File: config.mk
export PLATFORM = sky130hd
export DESIGN_NAME = lsu
export DESIGN_NICKNAME = d
export VERILOG_FILES = /design/src/rtl/lsu.sv
export SDC_FILE = /design/constraint.sdc
export NUM_CORES = 1
export LEC_CHECK = 0
export BUFFER_PORTS_ARGS = -buffer_cell sky130_fd_sc_hd__buf_2
export CORE_MARGIN = 4
export CORE_UTILIZATION = 40
export CTS_BUF_LIST = sky130_fd_sc_hd__clkbuf_8
export DETAILED_ROUTE_END_ITERATION = 8
export PLACE_DENSITY = 0.69
export REMOVE_ABC_BUFFERS = 1
export SKIP_LAST_GASP = 1
export SYNTH_ARGS = -nofsm -noshare
export SYNTH_HDL_FRONTEND = slang
export SYNTH_SLANG_ARGS = --single-unit
File: constraint.sdc
create_clock -name clk -period 6.2 [get_ports clk]
set_input_delay 1.24 -clock clk [delete_from_list [all_inputs] [get_ports clk]]
set_output_delay 1.24 -clock clk [all_outputs]
set_load 0.01 [all_outputs]
File: src/rtl/lsu.sv
// Load/store unit: one outstanding memory access, byte/half/word lanes, sign/zero-extended loads.
// Optional macro LSU_MISALIGN_CHECK_EN turns misaligned H/W accesses into an error response.
module lsu #(
    parameter int DATA_WIDTH = 32,
    parameter int ADDR_WIDTH = 32
) (
    input  logic                  clk,
    input  logic                  reset,
    input  logic                  req_valid,
    output logic                  req_ready,
    input  logic                  MemRead,
    input  logic                  MemWrite,
    input  logic [2:0]            Funct3,
    input  logic [ADDR_WIDTH-1:0] ALUResult,
    input  logic [DATA_WIDTH-1:0] StoreData,
    output logic                  mem_req,
    output logic                  mem_we,
    output logic [ADDR_WIDTH-1:0] mem_addr,
    output logic [DATA_WIDTH-1:0] mem_wdata,
    output logic [3:0]            mem_be,
    input  logic [DATA_WIDTH-1:0] mem_rdata,
    input  logic                  mem_ack,
    output logic                  resp_valid,
    output logic [DATA_WIDTH-1:0] ReadData,
    output logic                  misalign_err,
    output logic [1:0]            o_state
);

    typedef enum logic [1:0] {
        S_IDLE     = 2'd0,
        S_WAIT_ACK = 2'd1,
        S_RESP     = 2'd2
    } state_t;

    localparam logic [1:0] SZ_B = 2'd0;
    localparam logic [1:0] SZ_H = 2'd1;
    localparam logic [1:0] SZ_W = 2'd2;

    state_t                r_state;
    logic [1:0]            r_size;
    logic                  r_unsigned;
    logic [1:0]            r_lane;
    logic                  r_misalign;

    logic                  w_accept;
    logic [1:0]            w_size;
    logic [1:0]            w_lane;
    logic [3:0]            w_be;
    logic [DATA_WIDTH-1:0] w_wdata;
    logic                  w_misalign;
    logic [7:0]            w_byte;
    logic [15:0]           w_half;
    logic [DATA_WIDTH-1:0] w_load;

    // Handshake: a request transfers on a rising edge where req_valid & req_ready and
    // MemRead|MemWrite are all high; req_ready is high only while idle.
    assign req_ready    = (r_state == S_IDLE);
    assign w_accept     = req_valid & req_ready & (MemRead | MemWrite);
    assign w_lane       = ALUResult[1:0];
    assign misalign_err = r_misalign;
    assign o_state      = r_state;

    always_comb begin
        w_size = SZ_W;
        case (Funct3)
            3'b000, 3'b100: w_size = SZ_B;
            3'b001, 3'b101: w_size = SZ_H;
            default:        w_size = SZ_W;
        endcase
    end

    always_comb begin
        w_be    = 4'b1111;
        w_wdata = StoreData;
        case (w_size)
            SZ_B: begin
                w_be    = 4'b0001 << w_lane;
                w_wdata = {4{StoreData[7:0]}};
            end
            SZ_H: begin
                w_be    = 4'b0011 << {w_lane[1], 1'b0};
                w_wdata = {2{StoreData[15:0]}};
            end
            default: begin
                w_be    = 4'b1111;
                w_wdata = StoreData;
            end
        endcase
    end

`ifdef LSU_MISALIGN_CHECK_EN
    assign w_misalign = ((w_size == SZ_H) & w_lane[0]) |
                        ((w_size == SZ_W) & (w_lane != 2'b00));
`else
    assign w_misalign = 1'b0;
`endif

    // Lane extraction uses the registered offset; halfword ignores addr[0].
    assign w_byte = mem_rdata[{r_lane, 3'b000} +: 8];
    assign w_half = mem_rdata[{r_lane[1], 4'b0000} +: 16];

    always_comb begin
        w_load = mem_rdata;
        case (r_size)
            SZ_B:    w_load = r_unsigned ? {24'b0, w_byte} : {{24{w_byte[7]}}, w_byte};
            SZ_H:    w_load = r_unsigned ? {16'b0, w_half} : {{16{w_half[15]}}, w_half};
            default: w_load = mem_rdata;
        endcase
    end

    always_ff @(posedge clk or posedge reset) begin
        if (reset) begin
            r_state    <= S_IDLE;
            r_size     <= SZ_W;
            r_unsigned <= 1'b0;
            r_lane     <= 2'b00;
            r_misalign <= 1'b0;
            mem_req    <= 1'b0;
            mem_we     <= 1'b0;
            mem_addr   <= '0;
            mem_wdata  <= '0;
            mem_be     <= 4'b0000;
            resp_valid <= 1'b0;
            ReadData   <= '0;
        end else begin
            resp_valid <= 1'b0;
            case (r_state)
                S_IDLE: begin
                    if (w_accept) begin
                        r_size     <= w_size;
                        r_unsigned <= Funct3[2];
                        r_lane     <= w_lane;
                        mem_we     <= MemWrite;
                        mem_addr   <= {ALUResult[ADDR_WIDTH-1:2], 2'b00};
                        mem_wdata  <= w_wdata;
                        mem_be     <= w_be;
                        if (w_misalign) begin
                            r_misalign <= 1'b1;
                            resp_valid <= 1'b1;
                            r_state    <= S_RESP;
                        end else begin
                            mem_req    <= 1'b1;
                            r_state    <= S_WAIT_ACK;
                        end
                    end
                end
                S_WAIT_ACK: begin
                    if (mem_ack) begin
                        mem_req    <= 1'b0;
                        resp_valid <= 1'b1;
                        if (!mem_we) begin
                            ReadData <= w_load;
                        end
                        r_state <= S_RESP;
                    end
                end
                S_RESP: begin
                    r_misalign <= 1'b0;
                    r_state    <= S_IDLE;
                end
                default: r_state <= S_IDLE;
            endcase
        end
    end

endmodule

==> impl_metrics.yaml <==
outcome:
  status: "finished clean"
cts:
  cts_tree: "yes"
  clock_sinks: 108
  clk_latency_ns: 0.38
  postCtsSetupRepairBufs: 0
  cts_resized: 0
  clk_pin_slew_worst_paths_ns: 0.09
  clockRootBuffer: "clkbuf_8"
  cts_hold_buf: 0
  cts.path.max_buffers: 2
  htreeDepth: 3
  numCtsBuffers: 9
die:
  io_pins: 212
  fp.dieH_um: 118.7
  start_util_pct: 40.77
  num_rows: 40
  dieWidth_um: 118.7
  core_area_mm2: 0.01201
  die-area_mm2: 0.01408
setup_path:
  r2r-end: "mem_be[3]"
  cp_max_fo: 50
  cp.depth: 4
  cp.required_ns: 6.43
  max_stage_delay_ns: 0.86
  crit_chain: "buf_2 -> nor3b_1 -> o21a_2 -> a31oi_1"
  worst-path-buf-inv: 1
  start_kind: "primary input"
  worstSetupStartpoint: "req_valid"
  worstSetupEndpointType: "flop"
  cp.arrival_ns: 2.85
  r2r_start: "o_state[1]"
  crit_type: "in2reg"
  critPathTopFamily: "compound AO/OA/AOI/OAI gates"
  cp-endpoint: "mem_be[3]"
  r2r_slack_ns: 4.01
  reg2regPathDepth: 3
  cp_slowest_cell: "o21a_2"
final_layout:
  nets: 815
  drive_gt1_share_pct: 34.97
  n_antenna_cell: 0
  synthToLayoutAreaGrowth_pct: 26.70
  most-common-layout-cells: "buf_2, nand2_1, dfrtp_1"
  layout_commonest_cell: "buf_2"
  stdcell_area_mm2: 0.006205
synth:
  ys_seq_elements: 108
  syn_inst: 524
  synth.top_cell.area_share_pct: 54.68
  synth_area_mm2: 0.004897
  synth_edf_count: 0
  synth-main-ff-cell: "dfrtp_1"
  ys_types: 36
  synthTopCellsByArea: "dfrtp_1, nand2_1, mux2i_1, o21ai_0, nand3_1"
  synth_area_per_cell_um2: 9.346
  yosys_warnings: 0
  ys_seq_area_share_pct: 55.21
  async_flop_share_pct: 100.0
  yosysTopAreaCell: "dfrtp_1"
power_and_ir_drop:
  p_leak_nw: 3.356
  power_mw: 2.507
  power_density_mw_per_mm2: 404.1
  peakVddDrop_uv: 171.3
place:
  dpl-instance-area_mm2: 0.005996
  portBuffers: 208
  place.gp.congestion: 0.8576
  place_ws_ns: 3.142
  hpwl_um: 9787
timing:
  max_freq_mhz: 380.4
  tightest_slew_ns: 0.9285
  setup-violations-final: 0
  period_minus_slack_ns: 2.629
  hold_violations: 0
  rsz0062_at_grt: "false"
  finalSetupTns_ns: 0
  min_period_over_period_pct: 42.40
  setup_slack_ns: 3.571
  slew_headroom_pct: 38.10
  drv_slew: 0
  skew_ns: 0.004270
drt:
  ant_nets: 0
  vias: 4373
  avgRoutedWirePerCell_um: 15.76
  drc: 0
  dr.pass1.iters: 5
  drtIter0Drc: 262
  drt-vias-per-instance: 5.073
  routed_wl_um: 13590
global_route:
  antenna_found_initial: 2
  grt_start_max_net_pins: 73
  grt_pass1_wl_um: 21850
  grt_pass1_vias: 4264
  grt_usage_pct: 19.16
  grt.overflow.total: 0
job:
  drv_cap: 0
hold_path:
  worst_hold_path_type: "reg2reg"
area by class of cell:
cell class | instances | area, µm²
multi-input cells | 371 | 2004
repair buffers | 212 | 1071
clock buffers | 9 | 123.9
fillers | 1170 | 5807
well taps | 147 | 183.9
clock inverters | 7 | 85.08
inverters | 8 | 32.53
flip-flops and latches | 108 | 2704
routing by layer:
layer / vias up / routed length [µm] / GRT usage [%]
li1: 2112 / - / -
met1: 2047 / 5679 / 24.45
met2: 189 / 6338 / 29.84
met3: 21 / 1311 / 6.842
met4: 4 / 234 / 7.386
met5: - / 21 / 0
logic make-up (layout without fill, tap and decap cells):
logic type,count (synthesis),count (layout),synth area share (%)
muxes,34,34,7.256
AOI/OAI and AO/OA,83,83,10.35
and+or+nand+nor,251,251,22.53
other,1,3,0.07657
buffers and inverters,47,236,4.573
DFF,108,108,55.21
how the worst min path moves through the flow:
stage / startpoint / to / slack (ns) / depth (start not counted)
global route: mem_addr[26] / mem_addr[26] / 0.50 / 2
floorplan: r_unsigned / r_unsigned / 0.46 / 2
CTS: mem_wdata[3] / mem_wdata[3] / 0.49 / 2
finish: mem_wdata[26] / mem_wdata[26] / 0.48 / 2
global placement: mem_addr[28] / mem_addr[28] / 0.45 / 2
detailed placement: mem_wdata[4] / mem_wdata[4] / 0.46 / 2
per-stage QoR:
step	hold slack, ns	utilization (%)	instances
5_1_grt	0.5024	51.66	862
3_5_place_dp	0.4614	49.92	846
4_1_cts	0.4866	51.66	862
2_1_floorplan	0.4611	-	487
3_3_place_gp	0.4544	49.92	846
6_report	0.4839	51.66	862
tightest hold or removal path: stages, from the launching register on:
cell,delay [ns]
dfrtp_1,0.35
nand2_1,0.04
o21ai_0,0.06
report_power, final:
group          internal [mW]  switching, mW  total, mW
registers              0.970          0.185       1.16
clock network          0.224          0.236      0.459
logic                  0.385          0.508      0.893
total                   1.58          0.929       2.51
flip-flops by register name (all words and copies together), names as in the netlist:
name	count
ReadData	32
mem_wdata	32
mem_addr	30
mem_be	4
o_state	2
r_lane	2
r_size	2
mem_req	1
mem_we	1
r_unsigned	1
resp_valid	1
cell usage after synthesis, types with 2 or more instances:
| library cell | number |
|---|---|
| a21oi_1 | 18 |
| a221o_1 | 7 |
| a22o_1 | 3 |
| a31oi_1 | 3 |
| a32oi_1 | 7 |
| buf_2 | 4 |
| buf_4 | 3 |
| buf_6 | 2 |
| clkbuf_1 | 28 |
| dfrtp_1 | 107 |
| inv_1 | 8 |
| mux2_2 | 8 |
| mux2i_1 | 25 |
| nand2_1 | 172 |
| nand2b_1 | 4 |
| nand3_1 | 23 |
| nand3_2 | 10 |
| nand3b_1 | 8 |
| nor2_1 | 27 |
| nor3b_1 | 2 |
| o21ai_0 | 39 |
| o21ai_1 | 2 |
Note: power is estimated with default switching activity, not from simulation.
